<file path="src/rtl/pipeline_pkg.sv">
// Shared definitions for the MIPS pipeline registers: control bundle width,
// control bit positions and the bubble control word.
package pipeline_pkg;

    localparam int NB_CTRL = 10;

    localparam int REGWRITE  = 0;
    localparam int MEMREAD   = 1;
    localparam int MEMWRITE  = 2;
    localparam int MEMTOREG  = 3;
    localparam int ALUSRC    = 4;
    localparam int REGDST    = 5;
    localparam int ALUOP_LSB = 6;
    localparam int ALUOP_MSB = 9;

    localparam logic [NB_CTRL-1:0] BUBBLE_CTRL = {NB_CTRL{1'b0}};

endpackage

</file>
<file path="src/rtl/load_use_detector.sv">
// Load-use hazard detector: flags an IF/ID instruction that needs the result
// of a load currently sitting in EX.
module load_use_detector #(
    parameter int NB_REG = 5
) (
    input  logic              i_ex_valid,
    input  logic              i_ex_memread,
    input  logic [NB_REG-1:0] i_ex_rt,
    input  logic              i_id_valid,
    input  logic [NB_REG-1:0] i_id_rs,
    input  logic [NB_REG-1:0] i_id_rt,
    output logic              o_stall
);

    logic w_ex_is_load;
    logic w_src_match;

    // $0 is hard-wired, so a load targeting it can never create a dependency.
    // Rt is compared unconditionally, even when the consumer does not read it.
    assign w_ex_is_load = i_ex_valid & i_ex_memread & (i_ex_rt != {NB_REG{1'b0}});
    assign w_src_match  = (i_ex_rt == i_id_rs) | (i_ex_rt == i_id_rt);
    assign o_stall      = w_ex_is_load & i_id_valid & w_src_match;

endmodule

</file>
<file path="src/rtl/id_ex_stage_reg.sv">
// ID/EX pipeline register with load-use bubble insertion, branch flush and
// debug step enable.
module id_ex_stage_reg #(
    parameter int NB_DATA = 32,
    parameter int NB_REG  = 5,
    parameter int NB_CTRL = pipeline_pkg::NB_CTRL
) (
    input  logic               i_clk,
    input  logic               i_rst_n,
    input  logic               i_enable,
    input  logic               i_flush,
    input  logic               i_valid,
    input  logic [NB_DATA-1:0] i_pc_plus4,
    input  logic [NB_DATA-1:0] i_rs_data,
    input  logic [NB_DATA-1:0] i_rt_data,
    input  logic [NB_DATA-1:0] i_imm,
    input  logic [NB_REG-1:0]  i_rs,
    input  logic [NB_REG-1:0]  i_rt,
    input  logic [NB_REG-1:0]  i_rd,
    input  logic [NB_CTRL-1:0] i_ctrl,
    output logic [NB_DATA-1:0] o_pc_plus4,
    output logic [NB_DATA-1:0] o_rs_data,
    output logic [NB_DATA-1:0] o_rt_data,
    output logic [NB_DATA-1:0] o_imm,
    output logic [NB_REG-1:0]  o_rs,
    output logic [NB_REG-1:0]  o_rt,
    output logic [NB_REG-1:0]  o_rd,
    output logic [NB_CTRL-1:0] o_ctrl,
    output logic               o_valid,
    output logic               o_stall
);

    import pipeline_pkg::MEMREAD;
    import pipeline_pkg::BUBBLE_CTRL;

    logic [NB_DATA-1:0] r_pc_plus4;
    logic [NB_DATA-1:0] r_rs_data;
    logic [NB_DATA-1:0] r_rt_data;
    logic [NB_DATA-1:0] r_imm;
    logic [NB_REG-1:0]  r_rs;
    logic [NB_REG-1:0]  r_rt;
    logic [NB_REG-1:0]  r_rd;
    logic [NB_CTRL-1:0] r_ctrl;
    logic               r_valid;

    logic w_stall;
    logic w_bubble;

    load_use_detector #(
        .NB_REG (NB_REG)
    ) u_load_use_detector (
        .i_ex_valid   (r_valid),
        .i_ex_memread (r_ctrl[MEMREAD]),
        .i_ex_rt      (r_rt),
        .i_id_valid   (i_valid),
        .i_id_rs      (i_rs),
        .i_id_rt      (i_rt),
        .o_stall      (w_stall)
    );

    // Flush and stall both load the same bubble, so flush-over-stall needs no extra logic.
    always_comb begin
        w_bubble = 1'b0;
        if (i_flush || w_stall) begin
            w_bubble = 1'b1;
        end else begin
            w_bubble = 1'b0;
        end
    end

    // Pipeline register body: reset clears, disable holds, bubble zeroes, else capture.
    always_ff @(posedge i_clk or negedge i_rst_n) begin
        if (!i_rst_n) begin
            r_pc_plus4 <= {NB_DATA{1'b0}};
            r_rs_data  <= {NB_DATA{1'b0}};
            r_rt_data  <= {NB_DATA{1'b0}};
            r_imm      <= {NB_DATA{1'b0}};
            r_rs       <= {NB_REG{1'b0}};
            r_rt       <= {NB_REG{1'b0}};
            r_rd       <= {NB_REG{1'b0}};
            r_ctrl     <= BUBBLE_CTRL;
            r_valid    <= 1'b0;
        end else if (i_enable) begin
            if (w_bubble) begin
                r_pc_plus4 <= {NB_DATA{1'b0}};
                r_rs_data  <= {NB_DATA{1'b0}};
                r_rt_data  <= {NB_DATA{1'b0}};
                r_imm      <= {NB_DATA{1'b0}};
                r_rs       <= {NB_REG{1'b0}};
                r_rt       <= {NB_REG{1'b0}};
                r_rd       <= {NB_REG{1'b0}};
                r_ctrl     <= BUBBLE_CTRL;
                r_valid    <= 1'b0;
            end else begin
                r_pc_plus4 <= i_pc_plus4;
                r_rs_data  <= i_rs_data;
                r_rt_data  <= i_rt_data;
                r_imm      <= i_imm;
                r_rs       <= i_rs;
                r_rt       <= i_rt;
                r_rd       <= i_rd;
                r_ctrl     <= i_ctrl;
                r_valid    <= i_valid;
            end
        end
    end

    assign o_pc_plus4 = r_pc_plus4;
    assign o_rs_data  = r_rs_data;
    assign o_rt_data  = r_rt_data;
    assign o_imm      = r_imm;
    assign o_rs       = r_rs;
    assign o_rt       = r_rt;
    assign o_rd       = r_rd;
    assign o_ctrl     = r_ctrl;
    assign o_valid    = r_valid;
    assign o_stall    = w_stall;

endmodule

</file>
<file path="config.mk">
export PLATFORM = sky130hd
export DESIGN_NAME = id_ex_stage_reg
export DESIGN_NICKNAME = d
export VERILOG_FILES = /design/src/rtl/pipeline_pkg.sv /design/src/rtl/load_use_detector.sv /design/src/rtl/id_ex_stage_reg.sv
export SDC_FILE = /design/constraint.sdc
export NUM_CORES = 1
export LEC_CHECK = 0
export ABC_AREA = 1
export BUFFER_PORTS_ARGS = -buffer_cell sky130_fd_sc_hd__buf_2
export CAP_MARGIN = 20
export CELL_PAD_IN_SITES_DETAIL_PLACEMENT = 0
export CELL_PAD_IN_SITES_GLOBAL_PLACEMENT = 1
export CORE_ASPECT_RATIO = 0.7
export CORE_MARGIN = 5
export CORE_UTILIZATION = 37
export CTS_BUF_LIST = sky130_fd_sc_hd__clkbuf_4 sky130_fd_sc_hd__clkbuf_8
export DETAILED_ROUTE_END_ITERATION = 10
export PLACE_DENSITY = 0.86
export SYNTH_ARGS = -nofsm -noshare
export SYNTH_HDL_FRONTEND = slang
export SYNTH_SLANG_ARGS = --single-unit
</file>
<file path="constraint.sdc">
create_clock -name i_clk -period 3.6 [get_ports i_clk]
set_input_delay 0 -clock i_clk [delete_from_list [all_inputs] [get_ports i_clk]]
set_output_delay 0 -clock i_clk [all_outputs]
set_load 0.05 [all_outputs]
</file>
# Word level (Yosys, flattened, before mapping)
# Index checks and enable logic that the tools add are counted.
# totals
word_cells	28
ff_bits	154
# op_classes
n_bitwise	5
n_eq_ne	2
mux	10
reduce_logical	2
# op_table
op	n
$mux 32	4
$mux 5	3
$eq 5x5->1	2
$mux 10	1
$reduce_bool 5->1	1
$and 1x1->1	4
$mux 1	2
$logic_or 1x1->1	1
$or 1x1->1	1

# Longest topological paths before layout
# Gate-level depths: netlist of run 1.
# logic_depth
depth_word	7
depth_mapped	11

# Cells and area by module
# From an unflattened synthesis of run 1, not the netlist that was laid out.
# hier_totals
cells_unflattened	1020
area_unflattened_um2	7215.7
# by_module_without_submodules
mod	cells_each	area_each_um2	seq_area_each_um2	n_inst
id_ex_stage_reg	975	7016.7	3853.7	1
load_use_detector	45	198.9	0.0	1

# Worst setup path after synthesis of run 1
# OpenSTA, ideal clock, no wires.
# synth_path
path_kind	reg-to-output
start	register r_rt[1], in the netlist o_rt[1]
end	output port o_stall
t_arrival_ns	1.765
path_slack_ns	1.835
n_path_buf	2
stages_incl_launch_ff	11
cell_sequence	dfrtp_1 inv_1 nand2_1 nand2_1 nor2_1 nand3_1 nand2_1 nand2_2 buf_6 buf_6 inv_1
# synth_between
elab_chain_cells	4
word_cells_on_any_way	7
classes_between	2 x eq/ne; 4 x bitwise; 1 x reduce/logical
# synth_lines
element	line_no	rtl
start: declaration	id_ex_stage_reg.sv:41	logic [NB_REG-1:0] r_rt;
start signal: assignment	id_ex_stage_reg.sv:79	r_rt <= {NB_REG{1'b0}};
start signal: assignment	id_ex_stage_reg.sv:90	r_rt <= {NB_REG{1'b0}};
start signal: assignment	id_ex_stage_reg.sv:100	r_rt <= i_rt;
$reduce_bool 5->1	load_use_detector.sv:20	assign w_ex_is_load = i_ex_valid & i_ex_memread & (i_ex_rt != {NB_REG{1'b0}});
$and 1x1->1	load_use_detector.sv:20	
$and 1x1->1	load_use_detector.sv:22	assign o_stall = w_ex_is_load & i_id_valid & w_src_match;
$and 1x1->1 *	load_use_detector.sv:22	
end: declaration	id_ex_stage_reg.sv:30	output logic o_stall
# Mark *: on every way between the ends. The rest lies on a longest branch, timed or not.

# Worst setup path in the final report of run 1
# layout_path
start	register r_rt[4], in the netlist o_rt[4]
end	output port o_stall
# The elaborated chain is that of the path after synthesis.

==> results.sh, run 1 <==
export IMPL_status="finished, final reports clean"
export IMPL_place_gp_congestion=0.839
export IMPL_drtPass1Iterations=5
export IMPL_hold_buffers=155
export IMPL_grt_usage_pct=21.0
export IMPL_drive_gt1_share_pct=24.1
export IMPL_syn_to_final_growth_pct=46.4
export IMPL_drv_slew=0
export IMPL_worstSkewPairLatency_ns=0.44
export IMPL_synth_nets=1203
export IMPL_cts_sinks=154
export IMPL_setup_violations=0
export IMPL_core_area_sq_um=20000
export IMPL_num_vias=7950
export IMPL_p_total_uw=4440
export IMPL_rr_startpoint="o_rt[4]"
export IMPL_io_pins=313
export IMPL_period_share_pct=59.6
export IMPL_maxCapViolCount=0
export IMPL_clockBufferDepth=2
export IMPL_crit_path_cell_trace="inv_1 > nand2_1 > nand2_1 > nor2_1 > nand3_1 > nand2_1 > nand2_4 > inv_1 > buf_2"
export IMPL_min_period_ns=2.15
export IMPL_max_freq_mhz=466
export IMPL_yosysWarnings=0
export IMPL_tightest_slew_ns=0.981
export IMPL_top_layer="met4"
export IMPL_peakVddDrop_v=0.000190
export IMPL_root_buffer="clkbuf_8"
export IMPL_ys_seq_elements=154
export IMPL_gr_total_overflow=0
export IMPL_routed_wl_met3_um=1580
export IMPL_grt_pass1_wl_um=40600
export IMPL_skew_ns=0.0141
export IMPL_num_fill_cells=1897
export IMPL_dp_hpwl_um=15500
export IMPL_dieArea_sq_um=23500
export IMPL_end_kind="primary output"
export IMPL_timing_hold_violations_final=0
export IMPL_critical_path_arrival_ns=2.15
export IMPL_grt_pass1_vias=8001
export IMPL_place_area_sq_um=9190
export IMPL_synth_cell_type_count=16
export IMPL_dp_cells=1570
export IMPL_power_leakage_uw=0.00728
export IMPL_yosys_most_used_dff="dfrtp_1"
export IMPL_synthCells=1045
export IMPL_fin_area_sq_um=11100
export IMPL_htree_levels=4
export IMPL_hp_class="input pin to flip-flop"
export IMPL_cts_buffers=17
export IMPL_grt_max_degree=91
export IMPL_cts_setup_buffers=0
export IMPL_antenna_left=0
export IMPL_min_delay_start="i_flush"
export IMPL_p_per_area_nw_per_um2=399
export IMPL_initial_core_util_pct=38.0
export IMPL_cts_resized=0
export IMPL_ys_async_sr_fraction_pct=100
export IMPL_drt_met1_wl_um=11000
export IMPL_wl_per_cell_um=14.2
export IMPL_criticalPathCategory="flip-flop to primary output"
export IMPL_cp_start_kind="flip-flop"
export IMPL_cts_tree="done"
export IMPL_synth_avg_cell_area_sq_um=7.27
export IMPL_wl_met2_um=11900
export IMPL_mappedNetlistArea_sq_um=7600
export IMPL_rsz0062_at_grt="false"
export IMPL_crit_slowest_cell="dfrtp_1"
export IMPL_vias_per_cell=4.52
export IMPL_stdcell_count=1759
export IMPL_die_h_um=130
export IMPL_totalWireLength_um=25100
export IMPL_slew_headroom_pct=34.6
export IMPL_final_core_util_pct=55.6
export IMPL_worst_path_max_fanout=58
export IMPL_row_count=43
export IMPL_critical_path_startpoint="o_rt[4]"
export IMPL_tns_ns=0
export IMPL_synth_edf_count=0
export IMPL_path_clk_slew_ns=0.09
export IMPL_crit_required_ns=3.60
export IMPL_drc=0
export IMPL_io_buffers=312
export IMPL_nets=1632
export IMPL_dieWidth_um=181
export IMPL_critical_path_max_stage_delay_ns=0.42
export IMPL_ys_seq_area_share_pct=50.7
export IMPL_cpMostUsedCell="nand2_1"
export IMPL_antenna_found_initial=0
export IMPL_drt_initial_drc_count=571
[cell usage after synthesis, types with 2 or more instances]
master,n,area (sq um)
inv_1,168,631
nand4_1,2,12.5
buf_6,11,124
dfrtp_1,154,3850
buf_2,8,40.0
buf_8,5,75.1
nand2_1,485,1820
clkbuf_1,24,90.1
buf_1,11,41.3
nor2_1,7,26.3
buf_4,7,52.6
inv_2,3,11.3
nand3_1,156,781
xnor2_1,2,17.5
[cell type report]
type / count / area (sq um) / share of cell area (%)
Timing Repair Buffer: 477 / 3230 / 29.1
Multi-Input combinational cell: 653 / 2670 / 24.0
Sequential cell: 154 / 3850 / 34.7
Clock buffer: 19 / 262 / 2.35
Inverter: 171 / 647 / 5.82
Tap cell: 270 / 338 / 3.04
Clock inverter: 13 / 111 / 1.00
Antenna cell: 2 / 5.00 / 0.0450
[cells by family after synthesis]
group                     after synthesis  share of synthesized area, %
buffers and inverters                 238                          14.2
xor gates and xnor gates                2                         0.231
and+or+nand+nor                       651                          34.8
DFF                                   154                          50.7
[sequential cells by signal (all words and copies together), names as in the netlist]
signal	count
o_rt_data	32
o_rt	5
o_valid	1
o_pc_plus4	32
o_rs_data	32
o_rd	5
o_ctrl	10
o_imm	32
o_rs	5
[layer usage]
layer  up-vias  global-route usage [%]
li1       3952                       -
met1      3668                    27.6
met2       289                    34.8
met3        41                    4.40
met4         0                    7.81
met5         -                       0
[through the flow]
stage	hold WS, ns	setup WS (ns)
after floorplan	-0.296	1.84
after global placement	0.0870	1.53
after detailed placement	0.0997	1.48
after CTS	0.0432	1.39
after global routing	0.0701	1.27
final	0.0823	1.45
[worst max-delay path: cells and delay by family (launching register included)]
kind                   cells  cell delay [ns]
buffers and inverters      3             0.51
AND/OR/NAND/NOR            6             0.77
flip-flops                 1             0.42
[power breakdown]
group	internal [uW]	switching, uW
registers	1860	79.5
clock network	533	733
logic	375	859
total	2770	1670
[cells in the final DEF (no fill, tap or decap), types with 4 or more instances in the layout]
master         instances
dlygate4sd3_1        155
buf_2                310
nor2_1                 7
clkinv_4               4
inv_1                168
clkbuf_8              19
dfrtp_1              154
buf_4                  8
nand3_1              156
nand2_1              485
[worst paths after layout]
kind	to	slack, ns	depth (start not counted)
min in group asynchronous	o_rt_data[15]	0.12	2
hold / removal	o_rs_data[30]	0.08	4
max in group asynchronous	o_ctrl[5]	2.53	3
setup / recovery	o_stall	1.45	9
setup reg to reg	o_rt[3]	1.49	10
hold reg to reg	o_pc_plus4[8]	0.48	2
Note: power is estimated with default switching activity, not from simulation.
==> run 2: changes to the inputs <==
--- a/config.mk
+++ b/config.mk
@@ -12,10 +12,10 @@
 export CELL_PAD_IN_SITES_GLOBAL_PLACEMENT = 1
 export CORE_ASPECT_RATIO = 0.7
 export CORE_MARGIN = 5
-export CORE_UTILIZATION = 37
+export CORE_UTILIZATION = 34
 export CTS_BUF_LIST = sky130_fd_sc_hd__clkbuf_4 sky130_fd_sc_hd__clkbuf_8
 export DETAILED_ROUTE_END_ITERATION = 10
-export PLACE_DENSITY = 0.86
+export PLACE_DENSITY = 0.79
 export SYNTH_ARGS = -nofsm -noshare
 export SYNTH_HDL_FRONTEND = slang
 export SYNTH_SLANG_ARGS = --single-unit
==> constraint.sdc (replaced) <==
create_clock -name i_clk -period 2.22 [get_ports i_clk]
set_input_delay 0 -clock i_clk [delete_from_list [all_inputs] [get_ports i_clk]]
set_output_delay 0 -clock i_clk [all_outputs]
set_load 0.05 [all_outputs]
==> results.sh, run 2 (synthesized netlist as in run 1, its figures left out) <==
export IMPL_grt_usage_pct=19.4
export IMPL_p_per_area_nw_per_um2=655
export IMPL_drc=0
export IMPL_final_core_util_pct=51.7
export IMPL_antenna_cells=0
export IMPL_tns_ns=0
export IMPL_slew_headroom_pct=51.1
export IMPL_most_common_layout_cells="nand2_1 (485), buf_2 (309), inv_1 (168)"
export IMPL_io_buffers=312
export IMPL_end_kind="primary output"
export IMPL_hp_class="input pin to flip-flop"
export IMPL_cts_buffers=17
export IMPL_io_pins=313
export IMPL_dieWidth_um=189
export IMPL_max_freq_mhz=501
export IMPL_vias_per_cell=4.43
export IMPL_setup_ws_ns=0.225
export IMPL_place_ws_ns=0.581
export IMPL_die_h_um=135
export IMPL_status="finished, final reports clean"
export IMPL_grt_pass1_wl_um=40700
export IMPL_place_gp_congestion=0.807
export IMPL_drtPass1Iterations=5
export IMPL_worst_path_max_fanout=51
export IMPL_syn_to_final_growth_pct=48.7
export IMPL_grt_max_degree=155
export IMPL_setup_violations=0
export IMPL_drv_slew=0
export IMPL_power_leakage_uw=0.00736
export IMPL_nets=1635
export IMPL_skew_ns=0.0188
export IMPL_worstSkewPairLatency_ns=0.44
export IMPL_fin_area_sq_um=11300
export IMPL_path_clk_slew_ns=0.10
export IMPL_min_period_ns=1.99
export IMPL_drt_initial_drc_count=419
export IMPL_gr_total_overflow=0
export IMPL_drive_gt1_share_pct=24.2
export IMPL_dp_hpwl_um=15600
export IMPL_row_count=45
export IMPL_period_share_pct=89.9
export IMPL_root_buffer="clkbuf_8"
export IMPL_place_area_sq_um=9290
export IMPL_crit_required_ns=2.22
export IMPL_timing_hold_violations_final=0
export IMPL_initial_core_util_pct=34.8
export IMPL_cp_start_kind="flip-flop"
export IMPL_antenna_found_initial=0
export IMPL_finalHoldWorstSlack_ns=0.0819
export IMPL_dieArea_sq_um=25500
export IMPL_grt_pass1_vias=7754
export IMPL_maxCapViolCount=0
export IMPL_num_fill_cells=2107
export IMPL_cts_sinks=154
export IMPL_core_area_sq_um=21800
export IMPL_clockBufferDepth=2
export IMPL_cts_setup_buffers=0
export IMPL_final_common_cell="nand2_1"
export IMPL_criticalPathCategory="flip-flop to primary output"
export IMPL_num_vias=7850
export IMPL_rsz0062_at_grt="false"
export IMPL_htree_levels=4
export IMPL_totalWireLength_um=25700
export IMPL_antenna_left=0
export IMPL_wl_per_cell_um=14.5
export IMPL_tightest_slew_ns=0.733
export IMPL_critical_path_arrival_ns=1.99
export IMPL_peakVddDrop_v=0.000361
export IMPL_cts_tree="done"
==> run 2: final timing paths <==
kind,cells after the start,from,slack (ns),end
max,10,o_rt[4],0.23,o_stall
max in group asynchronous,3,i_rst_n,1.57,o_rt_data[24]
max reg2reg,10,o_rt[4],0.64,o_rt_data[31]
min in group asynchronous,3,i_rst_n,0.13,o_rs_data[2]
min,4,i_flush,0.08,o_ctrl[1]
min reg2reg,2,o_rs_data[4],0.48,o_rs_data[4]
==> run 2: through the flow <==
| stage | total power, uW | instances |
|---|---|---|
| after detailed placement | 5010 | 1583 |
| after CTS | 7510 | 1771 |
| final | 7400 | 1772 |
| after global routing | 7800 | 1772 |
| after floorplan | 4400 | 1045 |
| after global placement | 5000 | 1583 |
==> run 2: metal layers <==
| layer | share of wire (%) | up-vias | GRT usage [%] | wire length (um) |
|---|---|---|---|---|
| met1 | 47 | 3607 | 26.0 | 12000 |
| met4 | 1.5 | 0 | 4.81 | 387 |
| li1 | - | 3944 | - | - |
| met2 | 45 | 271 | 31.7 | 11600 |
| met5 | 0 | - | 0 | 0 |
| met3 | 6.6 | 28 | 4.81 | 1700 |
==> run 2: worst max-delay path, stage by stage, from the launching register on <==
cell	delay (ns)
dfrtp_1	0.42
inv_1	0.09
nand2_1	0.06
nand2_1	0.04
nor2_1	0.11
nand3_1	0.10
nand2_1	0.10
nand2_4	0.10
buf_16	0.20
inv_1	0.08
clkbuf_4	0.22
==> run 2: layout make-up <==
type / instances / area (sq um) / area share (%)
sequential: 154 / 3850 / 34.1
timing repair buffer: 480 / 3360 / 29.8
multi-input combinational: 653 / 2670 / 23.6
inverter: 171 / 647 / 5.73
tap: 282 / 353 / 3.12
clock buffer: 21 / 277 / 2.45
clock inverter: 11 / 138 / 1.22
==> run 2: what timing repair did <==
item	in CTS	in global routing
hold buffers	156	0
endpoints found under the setup margin	0	1
resized for setup	0	2
hold endpoints to repair	308	0
==> run 2: power by group <==
part           internal, uW  total, uW  switching, uW
Sequential             3020       3150            134
Combinational           623       2020           1390
Clock                  1110       2230           1130
